`src/rtl/branch_predictor.sv`:
```
// Fetch-side dynamic branch predictor: direct-mapped BTB with 2-bit saturating counters,
// looked up combinationally at fetch and trained by the outcome resolved in execute.
module branch_predictor #(
  parameter int IDX_BITS = 4,
  parameter int PERF_W   = 32
) (
  input  logic              clk,
  input  logic              rst,
  input  logic [31:0]       PCF,
  output logic              PredTakenF,
  output logic [31:0]       PredTargetF,
  input  logic              UpdateE,
  input  logic              JumpE,
  input  logic [31:0]       PCE,
  input  logic              TakenE,
  input  logic [31:0]       TargetE,
  input  logic              PredTakenE,
  input  logic [31:0]       PredTargetE,
  output logic              MispredictE,
  output logic [31:0]       RecoverPCE,
  output logic [PERF_W-1:0] BranchCnt,
  output logic [PERF_W-1:0] MispredCnt
);

  localparam int ENTRIES = 1 << IDX_BITS;
  localparam int TAG_W   = 30 - IDX_BITS;

  logic              validQ  [ENTRIES];
  logic [TAG_W-1:0]  tagQ    [ENTRIES];
  logic [31:0]       targetQ [ENTRIES];
  logic [1:0]        ctrQ    [ENTRIES];

  logic [IDX_BITS-1:0] idxF, idxE;
  logic [TAG_W-1:0]    tagF, tagE;
  logic                hitF, hitE;
  logic                unusedBits;

  function automatic logic [1:0] satInc(input logic [1:0] c);
    return (c == 2'b11) ? c : c + 2'b01;
  endfunction

  function automatic logic [1:0] satDec(input logic [1:0] c);
    return (c == 2'b00) ? c : c - 2'b01;
  endfunction

  // Instructions are word aligned, so the two low PC bits never select anything.
  assign unusedBits = ^{PCF[1:0], PCE[1:0]};

  assign idxF = PCF[IDX_BITS+1:2];
  assign tagF = PCF[31:IDX_BITS+2];
  assign idxE = PCE[IDX_BITS+1:2];
  assign tagE = PCE[31:IDX_BITS+2];

  assign hitF = validQ[idxF] && (tagQ[idxF] == tagF);
  assign hitE = validQ[idxE] && (tagQ[idxE] == tagE);

  assign PredTakenF  = hitF & ctrQ[idxF][1];
  assign PredTargetF = hitF ? targetQ[idxF] : PCF + 32'd4;

  assign MispredictE = UpdateE & ((TakenE != PredTakenE) |
                                  (TakenE & PredTakenE & (TargetE != PredTargetE)));
  assign RecoverPCE  = TakenE ? TargetE : PCE + 32'd4;

  // Table training; a not-taken miss leaves the table untouched.
  always_ff @(posedge clk or posedge rst) begin
    if (rst) begin
      for (int i = 0; i < ENTRIES; i++) begin
        validQ[i]  <= 1'b0;
        tagQ[i]    <= '0;
        targetQ[i] <= '0;
        ctrQ[i]    <= 2'b01;
      end
    end else if (UpdateE) begin
      if (hitE) begin
        if (JumpE) begin
          ctrQ[idxE]    <= 2'b11;
          targetQ[idxE] <= TargetE;
        end else if (TakenE) begin
          ctrQ[idxE]    <= satInc(ctrQ[idxE]);
          targetQ[idxE] <= TargetE;
        end else begin
          ctrQ[idxE]    <= satDec(ctrQ[idxE]);
        end
      end else if (TakenE) begin
        validQ[idxE]  <= 1'b1;
        tagQ[idxE]    <= tagE;
        targetQ[idxE] <= TargetE;
        ctrQ[idxE]    <= JumpE ? 2'b11 : 2'b10;
      end
    end
  end

  always_ff @(posedge clk or posedge rst) begin
    if (rst) begin
      BranchCnt  <= '0;
      MispredCnt <= '0;
    end else begin
      BranchCnt  <= BranchCnt + PERF_W'(UpdateE);
      MispredCnt <= MispredCnt + PERF_W'(MispredictE);
    end
  end

endmodule

```
`config.mk`:
```
export PLATFORM = sky130hd
export DESIGN_NAME = branch_predictor
export DESIGN_NICKNAME = d
export VERILOG_FILES = /design/src/rtl/branch_predictor.sv
export SDC_FILE = /design/constraint.sdc
export NUM_CORES = 2
export LEC_CHECK = 0
export ABC_AREA = 1
export BUFFER_PORTS_ARGS = -buffer_cell sky130_fd_sc_hd__buf_2
export CAP_MARGIN = 20
export CELL_PAD_IN_SITES_DETAIL_PLACEMENT = 0
export CELL_PAD_IN_SITES_GLOBAL_PLACEMENT = 1
export CORE_ASPECT_RATIO = 0.6
export CORE_MARGIN = 2
export CORE_UTILIZATION = 25
export CTS_CLUSTER_DIAMETER = 120
export CTS_CLUSTER_SIZE = 25
export DETAILED_ROUTE_END_ITERATION = 8
export PLACE_DENSITY = 0.58
export SYNTH_ARGS = -nofsm -noshare
export SYNTH_HDL_FRONTEND = slang
export SYNTH_SLANG_ARGS = --single-unit
```
`constraint.sdc`:
```
create_clock -name clk -period 45.5 [get_ports clk]
set_clock_uncertainty 0.05 [all_clocks]
set_input_delay 4.55 -clock clk [delete_from_list [all_inputs] [get_ports clk]]
set_output_delay 4.55 -clock clk [all_outputs]
set_load 0.1 [all_outputs]
```
# --- Yosys cells after proc, flatten, opt, wreduce, memory -nomap -nowiden ---
# Index checks and enable logic that the tools add are counted.
op_classes:
  add_sub_neg: 6
  n_mul: 0
  div: 0
  order_cmp: 3
  n_eq_ne: 5
  shifts: 0
  muxes: 46
  bitwise: 10
  n_reduce_logical: 7
op_table:
  columns: ["cell", "count"]
  rows:
  - ["$mux 512", 3]
  - ["$bwmux 512", 1]
  - ["$bwmux 416", 1]
  - ["$mux 32", 9]
  - ["$bmux 26 s4", 2]
  - ["$mux 26", 5]
  - ["$bmux 32 s4", 1]
  - ["$demux 32 s4", 1]
  - ["$demux 26 s4", 1]
  - ["$bwmux 32", 3]
  - ["$add 32x1->32", 2]
  - ["$add 32x3->32 const B", 2]
  - ["$eq 26x26->1", 2]
  - ["$ne 32x32->1", 1]
  - ["$or 32x32->32", 1]
  - ["$bmux 2 s4", 2]
  - ["$or 16x16->16", 1]
  - ["$mux 2", 7]
  - ["$ge 5x5->1 const B", 2]
  - ["$not 4->5", 2]
  - ["$bmux 1 s4", 2]
  - ["$demux 2 s4", 1]
  - ["$mux 1", 6]
  - ["$lt 5x1->1 const B", 1]
  - ["other kinds (13)", 18]
totals:
  regBits: 1040
  latch_bits: 0
  mem_bits_rw: 0
  mem_bits_ro: 0
  in_bits: 134
  output_inout_bits: 130
  n_memories: 0

# --- Longest topological paths before layout ---
logic_depth:
  depth_word: 10
  depth_mapped: 26
  ltp_nobuf: 21

# --- Worst setup path before layout ---
# OpenSTA, ideal clock, no wires.
synth_timing:
  path_kind: "input port to output port"
  start: "in PCF[2]"
  end: "out PredTargetF[11]"
  t_arrival_ns: 8.461
  required_ns: 40.900
  path_slack_ns: 32.439
  cell_stages: 17
  n_path_buf: 4
  path_cell_list: "clkinv_1 clkbuf_1 clkbuf_1 a21oi_1 o21ai_0 nand3_1 nand3_1 nand3_1 nor2_1 nor2_1 nand4_1 nor2_1 nand2_1 nor2_1 buf_2 clkbuf_1 o21ai_0"
synth_via:
  elab_chain_len: 7
  word_cells_on_any_way: 14
  classes_between: "add/sub: 1; eq/ne: 1; mux: 10; bitwise: 1; reduce/logical: 1"
synth_lines:
  columns: ["element", "line", "text"]
  rows:
  - ["start: declaration", "9", "input logic [31:0] PCF,"]
  - ["$not 4->5 (not written as such)", "54, 58", null]
  - ["$bmux 26 s4", "54", "assign hitF = validQ[idxF] && (tagQ[idxF] == tagF);"]
  - ["$mux 26 (not written as such) (2 in a row)", "54", null]
  - ["$eq 26x26->1", "54", null]
  - ["$logic_and 1x1->1", "54", null]
  - ["$mux 32 (*)", "58", "assign PredTargetF = hitF ? targetQ[idxF] : PCF + 32'd4;"]
  - ["end: declaration", "11", "output logic [31:0] PredTargetF,"]
# Mark *: on every way between the ends. The rest lies on a longest branch, timed or not. The select of a mux whose other input is x is not followed.

# --- Worst setup path in the final report ---
layout_timing:
  start: "in PCF[3]"
  end: "out PredTakenF"
layout_via:
  elab_chain_len: 7
  word_cells_on_any_way: 13
  classes_between: "eq/ne: 1; mux: 9; bitwise: 2; reduce/logical: 1"
layout_lines:
  columns: ["element", "line", "text"]
  rows:
  - ["$not 4->5 (not written as such) (*)", "54, 57", null]
  - ["$bmux 26 s4", "54", null]
  - ["$mux 26 (not written as such) (2 in a row)", "54", null]
  - ["$eq 26x26->1", "54", null]
  - ["$logic_and 1x1->1", "54", null]
  - ["$and 1x1->1 (*)", "57", "assign PredTakenF = hitF & ctrQ[idxF][1];"]
  - ["end: declaration", "10", "output logic PredTakenF,"]
# Marked as above.

==> flow_metrics.tcl <==
set metrics [dict create \
    track_usage_pct 21.48 \
    dieArea_sq_um 313200 \
    final_util_pct 26.91 \
    synth_mux_area_share_pct 3.555 \
    ctsResizeCount 0 \
    synth_area_leader_cell "dfrtp_1" \
    cp_cell_sequence "buf_8, buf_4, buf_4, a21oi_1, o21ai_0, nand3_1, nand3_1, nand2_1, nand2_1, nand2_1, nor2_1, nand4_1, nor2_1, nand2_1, nor2_4, clkinv_1, nor2_1, buf_2" \
    synth-seq-area-share_pct 33.76 \
    tightest_slew_ns 1.190 \
    antenna_found_initial 36 \
    synth_xor_area_share_pct 1.340 \
    fin_hold_ws_ns 0.4219 \
    clkTransAtPathRegs_ns 0.12 \
    grt_max_degree 213 \
    path_depth 18 \
    area.growth.synth_to_final_pct 6.750 \
    fmax_mhz 68.34 \
    p_int_w 0.001549 \
    place.gp.congestion 0.9378 \
    power.density_nw_per_um2 32.47 \
    synth_edf_count 0 \
    cts_root_buf "clkbuf_16" \
    crit_arrival_ns 10.03 \
    swShare_pct 42.08 \
    synth-main-ff-cell "dfrtp_1" \
    critical_path.slowest_cell "buf_4" \
    ys_ff_latch 1040 \
    cts_tree "built" \
    drt-pass1-iter-count 7 \
    drv_cap 0 \
    relSlewSlack_pct 20.11 \
    drt-total-wl_um 347700 \
    synthSimpleGateAreaFrac_pct 26.18 \
    drive_above_1_share_pct 4.793 \
    async_flop_share_pct 100.0 \
    slowest_delay_ns 0.86 \
    num_vias 78340 \
    ff2ff_path_depth 21 \
    die_h_um 434.3 \
    finalSetupViolations 0 \
    critPathMaxFanout 72 \
    synth_top_family_by_area "simple AND/OR/NAND/NOR gates" \
    final_max_slew_viol_count 0 \
    critPathKind "in2out" \
    postCtsHoldBufs 0 \
    p_leak_nw 38.36 \
    fillCellCount 34380 \
    p_clk_share_pct 22.0 \
    drt-wirelength-per-cell_um 21.89 \
    cp_num_buf_inv 5 \
    multi_input_area_sq_um 43820 \
    hold_viol_final 0 \
    htreeDepth 2 \
    p_comb_share_pct 33.0 \
    fin_crit_sh_pct 32.16 \
    cts_setup_buffers 0 \
    initial_core_util_pct 25.21 \
    hold_depth 2 \
    status "finished, final reports clean" \
    cp_top_family "buffers and inverters" \
    period_needed_ns 14.63 \
    drc_errors 0 \
    dieWidth_um 721.2 \
    startpoint_type "input port" \
    grt_pass1_vias 68810 \
    switching_power_w 0.001125 \
    place_hpwl_um 221100 \
    io_buffers 263 \
    yosysMostFrequentCell "nand2_1" \
    p_seq_share_pct 45.1 \
    yosys-top-cells-area "dfrtp_1 (33%), nand2_1 (20%), o21ai_0 (16%)" \
    grt_pass1_wl_um 505700 \
    cp_common_cell "nand2_1" \
    rsz0062_at_grt "no" \
    yosysWarnings 0 \
    cp.required_ns 40.90 \
    top_level_ports 264 \
    postRouteAntennaNets 0 \
    core_area_sq_um 306100 \
    fin_nets 11930 \
    register_area_sq_um 26050 \
    synthAdderAreaFrac_pct 0.1622 \
    netlist_instances 12310 \
    synth_nets 12450 \
    hp-class "reg2reg" \
    synth_top_area_share_pct 33.21 \
    viasPerCell 4.933 \
    clockBufferDepth 3 \
    overflow 0 \
    cts_buffers 49 \
    rows 157 \
    drt_iter0_drc 8598 \
    cts.sinks 1040 \
    yosysUniqueCellTypes 48 \
    synth_compound_area_share_pct 25.30 \
    tns_ns 0 \
    end_kind "output pin" \
    clock_latency_ns 0.80 \
    ir_drop_mv 0.03396 \
    synth_common_cells "nand2_1 (4203), o21ai_0 (2443), dfrtp_1 (1024)" \
    syn_area_per_cell_sq_um 6.270 \
    synth_area_sq_um 77150 \
]
==> layout by cell type, fill, tap and decap left out, types with 72 or more instances in the layout <==
master	n
o21ai_0	2443
nor2_1	384
xor2_1	72
nand2_1	4186
buf_4	156
buf_2	257
o21ai_1	402
dfrtp_1	1024
a21oi_1	895
mux2i_1	274
nand3_1	458
inv_1	819
==> final timing paths <==
path	from	slack (ns)	end
min in group asynchronous	rst	3.86	tagQ[237]$_DFFE_PP0P_
hold reg to reg	ctrQ[4]$_DFFE_PP1P_	0.42	ctrQ[4]$_DFFE_PP1P_
max in group asynchronous	rst	37.66	targetQ[116]$_DFFE_PP0P_
setup / recovery	PCF[3]	30.87	PredTakenF
setup reg to reg	tagQ[239]$_DFFE_PP0P_	39.15	targetQ[472]$_DFFE_PP0P_
hold / removal	ctrQ[4]$_DFFE_PP1P_	0.42	ctrQ[4]$_DFFE_PP1P_
==> tightest hold or removal path: stages (launching register included) <==
cell     delay (ns)
dfstp_2        0.39
nand2_1        0.05
nand2_1        0.04
==> metrics by stage <==
| step | instance area, sq um | worst slack (ns) | instances | total power (W) |
|---|---|---|---|---|
| 2_1_floorplan | 77150 | 11.66 | 12310 | 0.001825 |
| 3_3_place_gp | 80880 | 31.08 | 15790 | 0.002103 |
| 5_1_grt | 82340 | 30.67 | 15870 | 0.002862 |
| 6_report | 82360 | 30.87 | 15880 | 0.002674 |
| 4_1_cts | 82310 | 30.99 | 15860 | 0.002690 |
| 3_5_place_dp | 80890 | 31.00 | 15790 | 0.002094 |
==> state kept, by name, indices dropped and copies added (netlist names) <==
| register | cells |
|---|---|
| BranchCnt | 32 |
| targetQ | 512 |
| MispredCnt | 32 |
| tagQ | 416 |
| ctrQ | 32 |
| validQ | 16 |
==> logic make-up after synthesis <==
| kind of cell | after synthesis |
|---|---|
| AOI/OAI and AO/OA | 3846 |
| adders and majority gates | 10 |
| muxes | 274 |
| xor gates and xnor gates | 118 |
| DFF | 1040 |
| buffers and inverters | 1852 |
| and+or+nand+nor | 5165 |
==> cell type report <==
cell class	instances	area share [%]
Antenna cell	16	0.04861
Clock inverter	13	0.1671
Sequential cell	1040	31.62
Clock buffer	63	1.565
Tap cell	4054	6.159
Multi-Input combinational cell	9413	53.21
Timing Repair Buffer	427	3.278
Inverter	853	3.953
==> layer usage <==
layer / GRT usage (%) / up-vias / part of all wire (%)
met3: 3.472 / 275 / 7.2
li1: - / 39230 / -
met2: 30.92 / 2519 / 40
met1: 32.79 / 36300 / 50
met5: 0 / - / 0.028
met4: 5.581 / 14 / 2.9
==> power by group through the flow <==
stage	logic, W	registers [W]	clock network, W
after floorplan	0.000599	0.00123	0
after global placement	0.000880	0.00122	0
after detailed placement	0.000876	0.00122	0
after CTS	0.000878	0.00120	0.000611
after global routing	0.00100	0.00123	0.000634
final	0.000882	0.00121	0.000588
(Power assumes the default switching activity.)
